$ cat src/rtl/vigna_muldiv_unit.sv
// RISC-V M-extension multiply/divide unit: iterative radix-2^MUL_BITS multiply, restoring divide.
// Optional last-result cache enabled by defining VIGNA_MULDIV_CACHE_EN.
module vigna_muldiv_unit #(
  parameter int XLEN     = 32,
  parameter int MUL_BITS = 2
) (
  input  logic            clk,
  input  logic            reset,
  input  logic            valid,
  output logic            ready,
  input  logic [2:0]      func,
  input  logic [XLEN-1:0] op1,
  input  logic [XLEN-1:0] op2,
  input  logic            flush,
  output logic            done,
  output logic [XLEN-1:0] result,
  output logic            busy
);
  // Handshake: a request transfers on a rising edge where valid && ready && !flush;
  // the requester holds func/op1/op2 stable until then. done is a one-cycle pulse.
  localparam int CW        = $clog2(XLEN) + 1;
  localparam int MUL_ITERS = XLEN / MUL_BITS;

  typedef enum logic [2:0] {S_IDLE, S_MUL, S_DIV, S_FIX, S_DONE} state_t;

  state_t            state_q, state_d;
  logic [2:0]        func_q, func_d;
  logic              s1_q, s1_d, s2_q, s2_d;
  logic [2*XLEN-1:0] mcand_q, mcand_d;  // multiplicand, or divisor in the low half
  logic [XLEN-1:0]   mplier_q, mplier_d;  // multiplier, or dividend shifting into quotient
  logic [2*XLEN-1:0] acc_q, acc_d;  // product, or partial remainder in the low half
  logic [CW-1:0]     cnt_q, cnt_d;
  logic [XLEN-1:0]   result_q, result_d;

  // Request decode
  logic            is_div_in, op1_signed, op2_signed, s1_in, s2_in;
  logic [XLEN-1:0] mag1, mag2, special_res;
  logic            div_zero, div_ovf;

  always_comb begin
    is_div_in  = func[2];
    op1_signed = (func == 3'b001) || (func == 3'b010) || (func == 3'b100) || (func == 3'b110);
    op2_signed = (func == 3'b001) || (func == 3'b100) || (func == 3'b110);
    s1_in      = op1_signed && op1[XLEN-1];
    s2_in      = op2_signed && op2[XLEN-1];
    mag1       = s1_in ? -op1 : op1;
    mag2       = s2_in ? -op2 : op2;
    div_zero   = is_div_in && (op2 == '0);
    div_ovf    = is_div_in && !func[0] && (op1 == {1'b1, {(XLEN-1){1'b0}}}) && (op2 == '1);
    if (div_zero) special_res = func[1] ? op1 : '1;
    else          special_res = func[1] ? '0 : op1;
  end

  // Iteration datapath
  logic [2*XLEN-1:0] partial, prod;
  logic [XLEN:0]     trial, diff;
  logic              ge;
  logic [XLEN-1:0]   quot, rmag, remv, fix_res;

  always_comb begin
    partial = '0;
    for (int i = 0; i < MUL_BITS; i++) begin
      if (mplier_q[i]) partial = partial + (mcand_q << i);
    end
    trial = {acc_q[XLEN-1:0], mplier_q[XLEN-1]};
    diff  = trial - {1'b0, mcand_q[XLEN-1:0]};
    ge    = (trial >= {1'b0, mcand_q[XLEN-1:0]});
    prod  = (s1_q ^ s2_q) ? -acc_q : acc_q;
    quot  = (s1_q ^ s2_q) ? -mplier_q : mplier_q;
    rmag  = acc_q[XLEN-1:0];
    remv  = s1_q ? -rmag : rmag;
    if (func_q[2])                fix_res = func_q[1] ? remv : quot;
    else if (func_q[1:0] == 2'b00) fix_res = prod[XLEN-1:0];
    else                          fix_res = prod[2*XLEN-1:XLEN];
  end

`ifdef VIGNA_MULDIV_CACHE_EN
  logic            cache_vld_q, cache_vld_d;
  logic [2:0]      cache_func_q, cache_func_d;
  logic [XLEN-1:0] cache_op1_q, cache_op1_d, cache_op2_q, cache_op2_d;
  logic [XLEN-1:0] cache_res_q, cache_res_d, req_op1_q, req_op1_d, req_op2_q, req_op2_d;
  logic            cache_hit;

  assign cache_hit = cache_vld_q && (func == cache_func_q) && (op1 == cache_op1_q) && (op2 == cache_op2_q);

  always_ff @(posedge clk or posedge reset) begin
    if (reset) begin
      cache_vld_q  <= 1'b0;
      cache_func_q <= '0;
      cache_op1_q  <= '0;
      cache_op2_q  <= '0;
      cache_res_q  <= '0;
      req_op1_q    <= '0;
      req_op2_q    <= '0;
    end else begin
      cache_vld_q  <= cache_vld_d;
      cache_func_q <= cache_func_d;
      cache_op1_q  <= cache_op1_d;
      cache_op2_q  <= cache_op2_d;
      cache_res_q  <= cache_res_d;
      req_op1_q    <= req_op1_d;
      req_op2_q    <= req_op2_d;
    end
  end
`endif

  always_comb begin
    state_d  = state_q;
    func_d   = func_q;
    s1_d     = s1_q;
    s2_d     = s2_q;
    mcand_d  = mcand_q;
    mplier_d = mplier_q;
    acc_d    = acc_q;
    cnt_d    = cnt_q;
    result_d = result_q;
`ifdef VIGNA_MULDIV_CACHE_EN
    cache_vld_d  = cache_vld_q;
    cache_func_d = cache_func_q;
    cache_op1_d  = cache_op1_q;
    cache_op2_d  = cache_op2_q;
    cache_res_d  = cache_res_q;
    req_op1_d    = req_op1_q;
    req_op2_d    = req_op2_q;
`endif
    case (state_q)
      S_IDLE: begin
        if (valid && !flush) begin
          func_d = func;
          s1_d   = s1_in;
          s2_d   = s2_in;
          cnt_d  = '0;
          acc_d  = '0;
`ifdef VIGNA_MULDIV_CACHE_EN
          req_op1_d = op1;
          req_op2_d = op2;
`endif
          if (div_zero || div_ovf) begin
            result_d = special_res;
            state_d  = S_DONE;
`ifdef VIGNA_MULDIV_CACHE_EN
          end else if (cache_hit) begin
            result_d = cache_res_q;
            state_d  = S_DONE;
`endif
          end else if (is_div_in) begin
            mcand_d  = {{XLEN{1'b0}}, mag2};
            mplier_d = mag1;
            state_d  = S_DIV;
          end else begin
            mcand_d  = {{XLEN{1'b0}}, mag1};
            mplier_d = mag2;
            state_d  = S_MUL;
          end
        end
      end
      S_MUL: begin
        if (flush) state_d = S_IDLE;
        else begin
          acc_d    = acc_q + partial;
          mcand_d  = mcand_q << MUL_BITS;
          mplier_d = mplier_q >> MUL_BITS;
          cnt_d    = cnt_q + 1'b1;
          if (cnt_q == CW'(MUL_ITERS - 1)) state_d = S_FIX;
        end
      end
      S_DIV: begin
        if (flush) state_d = S_IDLE;
        else begin
          acc_d    = {{XLEN{1'b0}}, ge ? diff[XLEN-1:0] : trial[XLEN-1:0]};
          mplier_d = {mplier_q[XLEN-2:0], ge};
          cnt_d    = cnt_q + 1'b1;
          if (cnt_q == CW'(XLEN - 1)) state_d = S_FIX;
        end
      end
      S_FIX: begin
        if (flush) state_d = S_IDLE;
        else begin
          result_d = fix_res;
          state_d  = S_DONE;
`ifdef VIGNA_MULDIV_CACHE_EN
          cache_vld_d  = 1'b1;
          cache_func_d = func_q;
          cache_op1_d  = req_op1_q;
          cache_op2_d  = req_op2_q;
          cache_res_d  = fix_res;
`endif
        end
      end
      S_DONE:  state_d = S_IDLE;
      default: state_d = S_IDLE;
    endcase
  end

  always_ff @(posedge clk or posedge reset) begin
    if (reset) begin
      state_q  <= S_IDLE;
      func_q   <= '0;
      s1_q     <= 1'b0;
      s2_q     <= 1'b0;
      mcand_q  <= '0;
      mplier_q <= '0;
      acc_q    <= '0;
      cnt_q    <= '0;
      result_q <= '0;
    end else begin
      state_q  <= state_d;
      func_q   <= func_d;
      s1_q     <= s1_d;
      s2_q     <= s2_d;
      mcand_q  <= mcand_d;
      mplier_q <= mplier_d;
      acc_q    <= acc_d;
      cnt_q    <= cnt_d;
      result_q <= result_d;
    end
  end

  assign ready  = (state_q == S_IDLE);
  assign done   = (state_q == S_DONE);
  assign busy   = (state_q == S_MUL) || (state_q == S_DIV) || (state_q == S_FIX);
  assign result = result_q;
endmodule
$ cat config.mk
export PLATFORM = sky130hd
export DESIGN_NAME = vigna_muldiv_unit
export DESIGN_NICKNAME = d
export VERILOG_FILES = /design/src/rtl/vigna_muldiv_unit.sv
export SDC_FILE = /design/constraint.sdc
export NUM_CORES = 1
export LEC_CHECK = 0
export CAP_MARGIN = 10
export CORE_ASPECT_RATIO = 0.7
export CORE_MARGIN = 8
export CORE_UTILIZATION = 58
export DETAILED_ROUTE_END_ITERATION = 16
export GPL_TIMING_DRIVEN = 0
export PLACE_DENSITY_LB_ADDON = 0.12
export SYNTH_ARGS = -nofsm -noshare
export SYNTH_HDL_FRONTEND = slang
export SYNTH_SLANG_ARGS = --single-unit
$ cat constraint.sdc
create_clock -name clk -period 7.5 [get_ports clk]
set_clock_uncertainty 0.15 [all_clocks]
set_input_delay 2.25 -clock clk [delete_from_list [all_inputs] [get_ports clk]]
set_output_delay 2.25 -clock clk [all_outputs]
set_load 0.05 [all_outputs]
==> results by stage <==
Route:
- In the final routed layout, each cell accounts on average for 26.19 microns.
- The first detailed-routing pass ran for 7 iterations.
- After detailed routing, the number of vias per cell comes to 6.969.
- In the routed design, unresolved DRC markers number 0.
- The detail route stage leaves a number of antenna-violating nets equal to 0.
- The routed wire length is 114.8 mm.
- The initial DRC count is 5064.
- The total number of vias is 30550.

Power:
- The leakage power summed over all cells is 12.46 nW.
- The power per cell area is 518.5 nW/um^2.
- The peak supply drop is 0.4331 mV.

Worst hold path:
- The type of the tightest min-delay check is register to register.

GRT:
- The met2 track utilization from global routing is 0.5849.
- The number of antenna violations at the first check in global routing is 3.
- For this run, global-route usage on met3 was measured as 0.1802.
- The number of global-route vias before repair is 27870.
- The total overflow left after global routing is 0.
- The layer with the highest usage after global routing is met1.
- The pin count of the biggest net entering global routing is 42.
- The first-pass GRT wire length is 170.2 mm.
- The met1 routing resource usage after global routing is 0.5898.
- The combined global-route utilization of all metal layers is 0.4301.

Clock network:
- TritonCTS built the clock tree.
- Counting every sink on the clock net gives 206.
- The number of buffers created by CTS is 24.
- After clock tree synthesis, the clock-pin slew on the worst setup and hold paths is 60 ps.
- The root buffer cell is clkbuf_16.
- Counting along the longest clock path gives a buffer depth of 3.
- The clock latency at the later pin of the worst-skew pair is 580 ps.
- The count of H-tree levels built during CTS is 1.
- The quantity of hold-fixing buffers added after cts is 0.

Critical path:
- In this run the worst path has a maximum fanout of 10.
- For the worst setup path, the data required time is 7860 ps.
- On the worst path, the slowest cell contributes a delay of 710 ps.
- STA classifies the critical path startpoint as an input port.
- The signal on the critical path passes through clkdlybuf4s50_1, or4_1, nor3_1, nand3b_1, or2_2, nor3_1, a31oi_1, nor2b_1, or3_1, clkbuf_1, buf_2, buf_1, nand2_1, nand2_1.
- The arrival time at the worst endpoint is 7800 ps.
- The endpoint class of the critical path is a register.
- The critical path buffer and inverter count is 4.
- The standard cell with the maximum stage delay on the critical path is buf_1.
- The classification of the worst setup path is input port to register.
- In this design, the largest share of critical-path delay is due to simple AND/OR/NAND/NOR gates.

STA:
- The total of endpoints with negative setup slack in the final report is 0.
- The setup slack of the critical path after layout is 57.58 ps.
- The final count of pins violating max slew was 0.
- In the finished design, the share of the clock period the worst path needs comes to 0.9923.
- The transition time at the pin with the least slew margin is 1414 ps.
- Headroom to the max-slew limit came out at 0.05763.
- The timing-limited maximum frequency is 0.1344 GHz.
- The final-layout setup total negative slack is 0 ps.
- The final-report hold violation count is 0.
- The clock period minus final worst setup slack is 7442 ps.

Floorplanning:
- The boundary pin count is 106.
- Measured along the x axis, the die boundary spans 267.2 microns.
- The initial utilization of the core area, before any placement, comes to 0.5871.
- The floorplan die area is 51260 sq um.
- The die is 191.8 microns tall.
- The number of placement rows is 64.
- The core box area is 43640 sq um.

Outcome:
- The flow ran to the end, and the final reports show no timing, DRC or antenna violations.

Synth:
- The count of unique library cells instantiated by Yosys is 87.
- The Yosys step of the flow raised 0 warnings.
- In the synthesized netlist the dominant register cell turns out to be dfrtp_1.
- The number of flip-flops and latches in the synthesized netlist is 206.
- After synthesis the cells add up to 25620 sq um.
- Counting every instance in the synthesized netlist gives 3618.
- The total nets after synthesis is 3843.
- The number of flops mapped to enable cells by yosys is 0.
- For this run, the register share of the synthesized area comes to 0.2012.
- Averaged over all synthesized cells, the footprint is 7.081 sq um.
- For this run, asynchronously set or reset flops after synthesis account for 1.000.

Cells and area:
- The count of placed standard cells in the final layout, fillers left out is 4383.
- The share of cells above drive strength 1 is 0.06151.
- Relative to the synthesized area, the layout overhead comes to 13.54%.
- The final core area utilization is 0.6666.
- The number of nets in the finished design is 3996.

Placement:
- The post-placement worst setup slack is -3860 ps.
- The number of placed instances, taps included is 4319.
- The count of buffers added on input and output ports is 101.
- Detailed placement ended at an HPWL of 90.08 mm.
- At the end of routability-driven placement, the weighted congestion stood at 1.108.

Run:
- Max-cap violations in this run came to 0.
==> sequential cells by signal (all words and copies together), names as in the netlist <==
signal    cells
cnt_q         6
func_q        3
acc_q        64
s1_q          1
s2_q          1
state_q       3
mplier_q     32
mcand_q      64
result       32
==> tightest hold or removal path, cell delays in order, from the launching register on <==
cell and delay [ps]:
dfrtp_1 350, nand2_1 50, o21ai_0 60
==> final timing paths <==
check / from / end / slack (ps) / depth (start not counted)
max reg2reg: mplier_q[0] / acc_q[52] / 120 / 37
max in group asynchronous: reset / mcand_q[18] / 4270 / 4
min: result[10] / result[10] / 340 / 2
min reg2reg: result[10] / result[10] / 340 / 2
min in group asynchronous: reset / state_q[1] / 1960 / 2
max: op1[8] / mcand_q[55] / 60 / 14
==> area by class of cell <==
type                    count  area [sq um]
diodes                      1         2.502
plain buffers             256          1064
clock buffers              30         694.4
clock inverters            13         205.2
fillers                  3792         14550
inverters                  91         349.1
multi-input cells        3051         19510
flip-flops and latches    206          5156
well taps                 594         743.2
repair buffers            141          1368
==> cell families after synthesis <==
kind of cell,count (synthesis),synth area share
compound gates,1202,0.2969
xor+xnor,335,0.1145
fa+ha+maj,156,0.07687
simple gates,1300,0.2327
mux,58,0.02442
buf+inv,361,0.05343
flops,206,0.2012
==> per-stage QoR <==
step                      power (mW)  area [sq um]  hold WS (ps)
after global placement         12.25         27380         318.0
final                          15.08         29090         340.4
after floorplan                9.153         25630         311.8
after detailed placement       12.45         27490         324.0
after global routing           15.68         29090         366.6
after CTS                      14.22         28900         338.8
==> cell usage after synthesis, drive strengths merged (10+ instances only) <==
| cell type | instances | share of area |
|---|---|---|
| nand2 | 474 | 0.069 |
| nor2 | 380 | 0.056 |
| a21oi | 348 | 0.068 |
| o21ai | 288 | 0.056 |
| clkbuf | 239 | 0.035 |
| dfrtp | 206 | 0.20 |
| xnor2 | 181 | 0.062 |
| xor2 | 154 | 0.053 |
| ha | 151 | 0.074 |
| a21o | 105 | 0.031 |
| inv | 88 | 0.013 |
| nand3 | 79 | 0.016 |
| o31ai | 71 | 0.022 |
| nor3 | 62 | 0.012 |
| a211oi | 60 | 0.018 |
| o211ai | 58 | 0.017 |
| nand4 | 48 | 0.012 |
| and2 | 46 | 0.011 |
| or3 | 44 | 0.011 |
| a31oi | 40 | 0.0098 |
| a221oi | 35 | 0.012 |
| o21bai | 32 | 0.0094 |
| or2 | 32 | 0.0078 |
| buf | 31 | 0.0051 |
| mux2i | 31 | 0.012 |
| mux2 | 26 | 0.011 |
| nand2b | 25 | 0.0061 |
| nor4 | 25 | 0.0061 |
| and3 | 21 | 0.0051 |
| a22oi | 20 | 0.0059 |
| nor2b | 18 | 0.0044 |
| o21a | 18 | 0.0053 |
| or4 | 12 | 0.0035 |
| a211o | 11 | 0.0038 |
| a21boi | 11 | 0.0032 |
| o22ai | 10 | 0.0024 |
==> layout by cell type, fill, tap and decap left out, types with 59 or more instances in the layout <==
cell type        instances
clkbuf_1               224
a211oi_1                59
o31ai_1                 63
a21oi_1                342
xor2_1                 152
clkdlybuf4s50_1        101
dfrtp_1                205
o21ai_0                263
nor3_1                  60
ha_1                   146
nor2_1                 378
inv_1                   85
a21o_1                 105
nand3_1                 76
xnor2_1                181
nand2_1                472
==> per-layer routing <==
layer,up-vias,share of wire
met5,-,0
met4,0,0.048
met3,395,0.17
met2,2371,0.38
met1,14470,0.40
li1,13310,-
==> power breakdown <==
| part | internal, mW | leakage [nW] | total (mW) | switching [mW] |
|---|---|---|---|---|
| sequential | 1.47 | 2.64 | 2.03 | 0.554 |
| clock | 0.829 | 0.436 | 1.41 | 0.578 |
| combinational | 3.97 | 9.38 | 11.6 | 7.68 |
| total | 6.27 | 12.5 | 15.1 | 8.81 |
==> repair_timing <==
action	in CTS	in global routing
pin swaps	27	29
setup endpoints to repair	54	25
setup buffers	21	12
gates resized for setup	88	34
(Power assumes the default switching activity.)
